===== src/rtl/apb_bridge.sv =====
// CPU data-bus to APB bridge with four memory-mapped slaves.
// Decodes the address, runs the SETUP/ACCESS handshake and flags unmapped or timed-out accesses.
module apb_bridge (
    input  logic        clk,
    input  logic        reset,
    input  logic        transfer,
    input  logic        busWe,
    input  logic [31:0] addr,
    input  logic [31:0] wdata,
    output logic [31:0] rdata,
    output logic        ready,
    output logic        busErr,
    output logic [31:0] PADDR,
    output logic [31:0] PWDATA,
    output logic        PWRITE,
    output logic        PENABLE,
    output logic [3:0]  PSEL,
    input  logic [31:0] PRDATA0,
    input  logic [31:0] PRDATA1,
    input  logic [31:0] PRDATA2,
    input  logic [31:0] PRDATA3,
    input  logic [3:0]  PREADY
);

    typedef enum logic [1:0] {
        IDLE   = 2'd0,
        SETUP  = 2'd1,
        ACCESS = 2'd2
    } state_e;

    state_e      state_q, state_d;
    logic [31:0] paddr_q, paddr_d;
    logic [31:0] pwdata_q, pwdata_d;
    logic        pwrite_q, pwrite_d;
    logic [3:0]  sel_q, sel_d;
    logic [3:0]  wait_q, wait_d;
    logic [31:0] rdata_q, rdata_d;

    logic [3:0]  dec_sel;
    logic [31:0] prdata_mux;
    logic        hit;
    logic        unmapped;
    logic        timeout;
    logic        done;
    logic        err;

    always_comb begin
        dec_sel = 4'b0000;
        unique case (addr[31:12])
            20'h10000: dec_sel = 4'b0001;
            20'h10001: dec_sel = 4'b0010;
            20'h10002: dec_sel = 4'b0100;
            20'h10003: dec_sel = 4'b1000;
            default:   dec_sel = 4'b0000;
        endcase
    end

    always_comb begin
        prdata_mux = 32'h0;
        if (sel_q[0])      prdata_mux = PRDATA0;
        else if (sel_q[1]) prdata_mux = PRDATA1;
        else if (sel_q[2]) prdata_mux = PRDATA2;
        else if (sel_q[3]) prdata_mux = PRDATA3;
    end

    // Only the selected slave's PREADY can complete the access.
    assign hit      = |(PREADY & sel_q);
    assign unmapped = (sel_q == 4'b0000);
    assign timeout  = (wait_q == 4'hF);

    always_comb begin
        state_d  = state_q;
        paddr_d  = paddr_q;
        pwdata_d = pwdata_q;
        pwrite_d = pwrite_q;
        sel_d    = sel_q;
        wait_d   = wait_q;
        rdata_d  = rdata_q;
        done     = 1'b0;
        err      = 1'b0;
        unique case (state_q)
            IDLE: begin
                if (transfer) begin
                    state_d  = SETUP;
                    paddr_d  = addr;
                    pwdata_d = wdata;
                    pwrite_d = busWe;
                    sel_d    = dec_sel;
                end
            end
            SETUP: begin
                state_d = ACCESS;
                wait_d  = 4'h0;
            end
            ACCESS: begin
                if (unmapped || hit || timeout) begin
                    state_d = IDLE;
                    done    = 1'b1;
                    err     = ~hit;
                    if (!pwrite_q) begin
                        rdata_d = hit ? prdata_mux : 32'h0;
                    end
                end else begin
                    wait_d = wait_q + 4'h1;
                end
            end
            default: state_d = IDLE;
        endcase
    end

    always_ff @(posedge clk or negedge reset) begin
        if (!reset) begin
            state_q  <= IDLE;
            paddr_q  <= 32'h0;
            pwdata_q <= 32'h0;
            pwrite_q <= 1'b0;
            sel_q    <= 4'b0000;
            wait_q   <= 4'h0;
            rdata_q  <= 32'h0;
        end else begin
            state_q  <= state_d;
            paddr_q  <= paddr_d;
            pwdata_q <= pwdata_d;
            pwrite_q <= pwrite_d;
            sel_q    <= sel_d;
            wait_q   <= wait_d;
            rdata_q  <= rdata_d;
        end
    end

    assign PSEL    = (state_q == IDLE) ? 4'b0000 : sel_q;
    assign PENABLE = (state_q == ACCESS) && !unmapped;
    assign PADDR   = paddr_q;
    assign PWDATA  = pwdata_q;
    assign PWRITE  = pwrite_q;
    assign rdata   = rdata_q;
    assign ready   = done;
    assign busErr  = err;

endmodule


===== config.mk =====
export PLATFORM = sky130hd
export DESIGN_NAME = apb_bridge
export DESIGN_NICKNAME = d
export VERILOG_FILES = /design/src/rtl/apb_bridge.sv
export SDC_FILE = /design/constraint.sdc
export NUM_CORES = 1
export LEC_CHECK = 0
export BUFFER_PORTS_ARGS = -buffer_cell sky130_fd_sc_hd__buf_2
export CAP_MARGIN = 20
export CORE_AREA = 2 2 117 119
export CTS_CLUSTER_DIAMETER = 80
export CTS_CLUSTER_SIZE = 14
export DETAILED_ROUTE_END_ITERATION = 6
export DIE_AREA = 0 0 119 121
export GPL_ROUTABILITY_DRIVEN = 0
export HOLD_SLACK_MARGIN = 0.03
export PLACE_DENSITY_LB_ADDON = 0.08
export SETUP_SLACK_MARGIN = 0.1
export SYNTH_ARGS = -nofsm -noshare
export SYNTH_HDL_FRONTEND = slang
export SYNTH_SLANG_ARGS = --single-unit

===== constraint.sdc =====
create_clock -name clk -period 4.8 [get_ports clk]
set_input_delay 0.48 -clock clk [delete_from_list [all_inputs] [get_ports clk]]
set_output_delay 0.48 -clock clk [all_outputs]
set_load 0.005 [all_outputs]

==> summary.md <==
| Metric | Value |
|---|---|
| Run status | `complete, no violations` |
| Chip width | `119 um` |
| Number of sinks on the clock net | `107` |
| Top FF cell, synth | `dfrtp_1` |
| Worst path most repeated cell | `buf_4` |
| Via-to-Cell Ratio | `just over 5` |
| Largest net degree at the start of global routing | `72` |
| Core ar. | `about 0.013 mm^2` |
| Crit Path Category | `reg2reg` |
| CTS H-tree depth | `3` |
| Arrival time of data at the critical path endpoint | `between 3 and 4 ns` |
| Commonest non-fill, non-tap cells in the layout | `buf_2, nand2_1, dfrtp_1` |
| Register clock-pin slew on the reported worst setup and hold paths | `0.07 ns` |
| Final Non-Filler Cells | `about 1000` |
| Area occupied by registers | `roughly 0.0027 mm^2` |
| Number of maximum-capacitance constraint violations | `0` |
| Commonest non-fill, non-tap cell in the layout | `buf_2` |
| Maximum buffer depth of the clock tree | `2` |
| Total of cells resized after clock tree synthesis | `0` |
| Synthesis-to-finish area growth | `40.4%` |
| Required time at the worst-slack endpoint | `slightly above 5 ns` |
| Overall overflow remaining after global route | `0` |
| Via count of the first global-routing pass | `~5000` |
| Final layout net count | `between 1000 and 1500` |
| Clock tree from TritonCTS | `yes` |
| Transition time at the pin with the least slew margin | `approximately 0.89 ns` |
| CTS Root Cell | `clkbuf_16` |
| FF-to-FF End | `rdata[5]` |
| Average size of a mapped cell | `9.40 um^2` |
| Post-route clock period utilization | `68.2%` |
| Timing startpoint of the critical path | `sel_q[2]` |
| Finish-stage setup viols | `0` |
| Cell count of the worst reg-to-reg path | `7` |
| Tot Pwr | `between 2 and 2.5 mW` |
| Fill cell instance count of the final layout | `approximately 1200` |
| Post-CTS Hold Fix Bufs | `0` |
| Count of flip-flops with a built-in enable after synthesis | `0` |
| Total wire length after detailed routing | `16400 um` |
| Critical path startpoint category | `flop` |
| Library cell contributing the largest single delay on the critical path | `a211oi_4` |
| Die H | `between 100 and 150 um` |
| Cell count after placement | `roughly 1000` |
| Distinct cell type count of the synthesized netlist | `37` |
| Type of the tightest min-delay check | `in2async` |
| IR Drop Worst-Case VDD | `0.224 mV` |
| Setup TNS | `0 ns` |
| RSZ-0062 raised after global routing | `no` |
| Time the final worst path needs with I/O delays and setup | `around 3.3 ns` |
| Share of synthesized registers carrying an async set or reset | `between 90% and 100%` |
| Total global routing track utilization | `around 22%` |
| 1st-pass router iterations | `4` |
| Antenna-violating nets left | `0` |
| Fraction of final layout cells sized beyond drive strength 1 | `44.4%` |
| FP Rows | `42` |
| Die Outline Area | `approximately 0.014 mm^2` |
| Highest fanout seen on the critical path | `40` |
| Post-CTS Setup Repair Bufs | `0` |
| Total DRC errors in the routed layout | `0` |
| Area taken by multi-input logic gates | `between 0.002 and 0.0025 mm^2` |
| Proportion of synthesized chip area in sequential cells | `between 50% and 60%` |
| I/O pin total | `between 300 and 400` |
| Post-detail-place hpwl | `approximately 12000 um` |
| Total via count after detailed routing | `5045` |
| Peak Freq | `around 0.31 GHz` |
| Clock insertion delay at the later pin of the skew report | `approximately 0.35 ns` |
| Synthesized netlist net count | `736` |
| Worst clock skew | `about 0.0035 ns` |
| Worst relative slew slack | `40.9%` |
| Instance count of the mapped netlist | `roughly 540` |
| Number of synthesized register bits | `between 100 and 150` |
| Warnings, synthesis | `0` |
| Starting Density | `roughly two fifths` |
| Reg2reg start | `sel_q[2]` |
| Pwr dens | `between 300 and 400 mW/mm^2` |
| CP max stage delay | `0.74 ns` |
| CTS Buf Count | `9` |
| Pins Over Slew Limit | `0` |
| Type of element capturing the critical path | `flop` |
| Count of routing violations after the opening detailed-route iteration | `around 200` |
| Initial antenna violation count | `1` |
| First-pass GRT wire length | `~26000 um` |
| Synth Cell Area | `a little over 0.005 mm^2` |
| Detail-routed net length per standard cell | `about 16 um` |
| Hold Slack | `roughly 0.23 ns` |
| Chain of cells forming the critical path | `buf_4 -> a22oi_1 -> and2_1 -> buf_4 -> a211oi_4 -> buf_4 -> mux2_2` |
| Final hold violation count | `0` |
| Port buffer count | `about 300` |
| Static power due to leakage | `3.81 nW` |
| Worst-case register-to-register setup slack | `1.53 ns` |
==> metal layers <==
layer	up-vias	wire [um]	GRT usage, %
met3	33	1280	5.31
met4	0	531	10.4
li1	2431	-	-
met2	224	8220	39.9
met5	-	0	0
met1	2357	6380	25.7
==> synth_stat cells, drive strengths merged (2+ instances only) <==
master  number  share of area (%)
a211oi       3               0.70
a21oi        2               0.20
a221oi      32                5.6
a22oi        3               0.45
a32o         4               0.80
buf         12                1.6
clkbuf      29                2.2
dfrtp      107                 53
inv          7               0.52
mux2        31                6.9
nand2      197                 15
nand2b       3               0.37
nand3        4               0.40
nand3b       2               0.30
nand4        3               0.37
nor2         6               0.45
nor2b        6               0.75
nor3        34                3.4
nor4         5               0.92
o21ai        3               0.30
o22ai       31                3.9
o311ai       2               0.35
==> how the worst max path moves through the flow <==
stage	endpoint	cells past startpoint	slack [ns]
final	rdata[5]	7	1.53
after detailed placement	rdata[5]	7	1.55
after CTS	rdata[5]	7	1.53
after floorplan	busErr	7	2.74
after global placement	rdata[1]	7	1.66
after global routing	rdata[1]	7	1.31
==> logic make-up after synthesis <==
family                     count (synthesis)  share of synthesized area, %
muxes                                     31                          6.94
AOI/OAI and AO/OA                         83                          13.0
adders and majority gates                  1                         0.249
buffers and inverters                     48                          4.28
DFF                                      107                          53.2
and+or+nand+nor                          265                          22.3
==> layout make-up <==
cell class / instances / area share [%]
multi-input cells: 380 / 30.3
clock buffers: 10 / 3.24
well taps: 176 / 3.12
clock inverters: 6 / 1.95
flip-flops and latches: 107 / 37.9
inverters: 7 / 0.372
diodes: 1 / 0.0354
repair buffers: 312 / 23.0
==> sequential cells by signal, summed over array words and instances (netlist names) <==
register and cells:
PWRITE 1, wait_q 4, PADDR 32, state_q 2, PWDATA 32, rdata 32, sel_q 4
==> per-stage QoR <==
| stage | instance area [um^2] | setup WS (ns) | util, % |
|---|---|---|---|
| after global routing | 7060 | 1.31 | 54.0 |
| after CTS | 7000 | 1.53 | 53.5 |
| after global placement | 6630 | 1.66 | 50.7 |
| final | 7060 | 1.53 | 54.0 |
| after detailed placement | 6630 | 1.55 | 50.7 |
| after floorplan | 5030 | 2.74 | - |
==> where the power goes <==
| group | internal, mW | leakage [nW] | switching (mW) |
|---|---|---|---|
| clock | 0.565 | 0.177 | 0.332 |
| sequential | 1.03 | 1.39 | 0.0757 |
| combinational | 0.219 | 2.25 | 0.252 |
| total | 1.82 | 3.81 | 0.660 |
==> worst max-delay path: cells and delay by family (launching register included) <==
kind	cells	cell delay (ns)
AO/OA/AOI/OAI	2	0.91
AND/OR/NAND/NOR	1	0.18
flip-flops	1	0.61
multiplexers	1	0.37
buffers and inverters	3	1.05
Note: power is estimated with default switching activity, not from simulation.
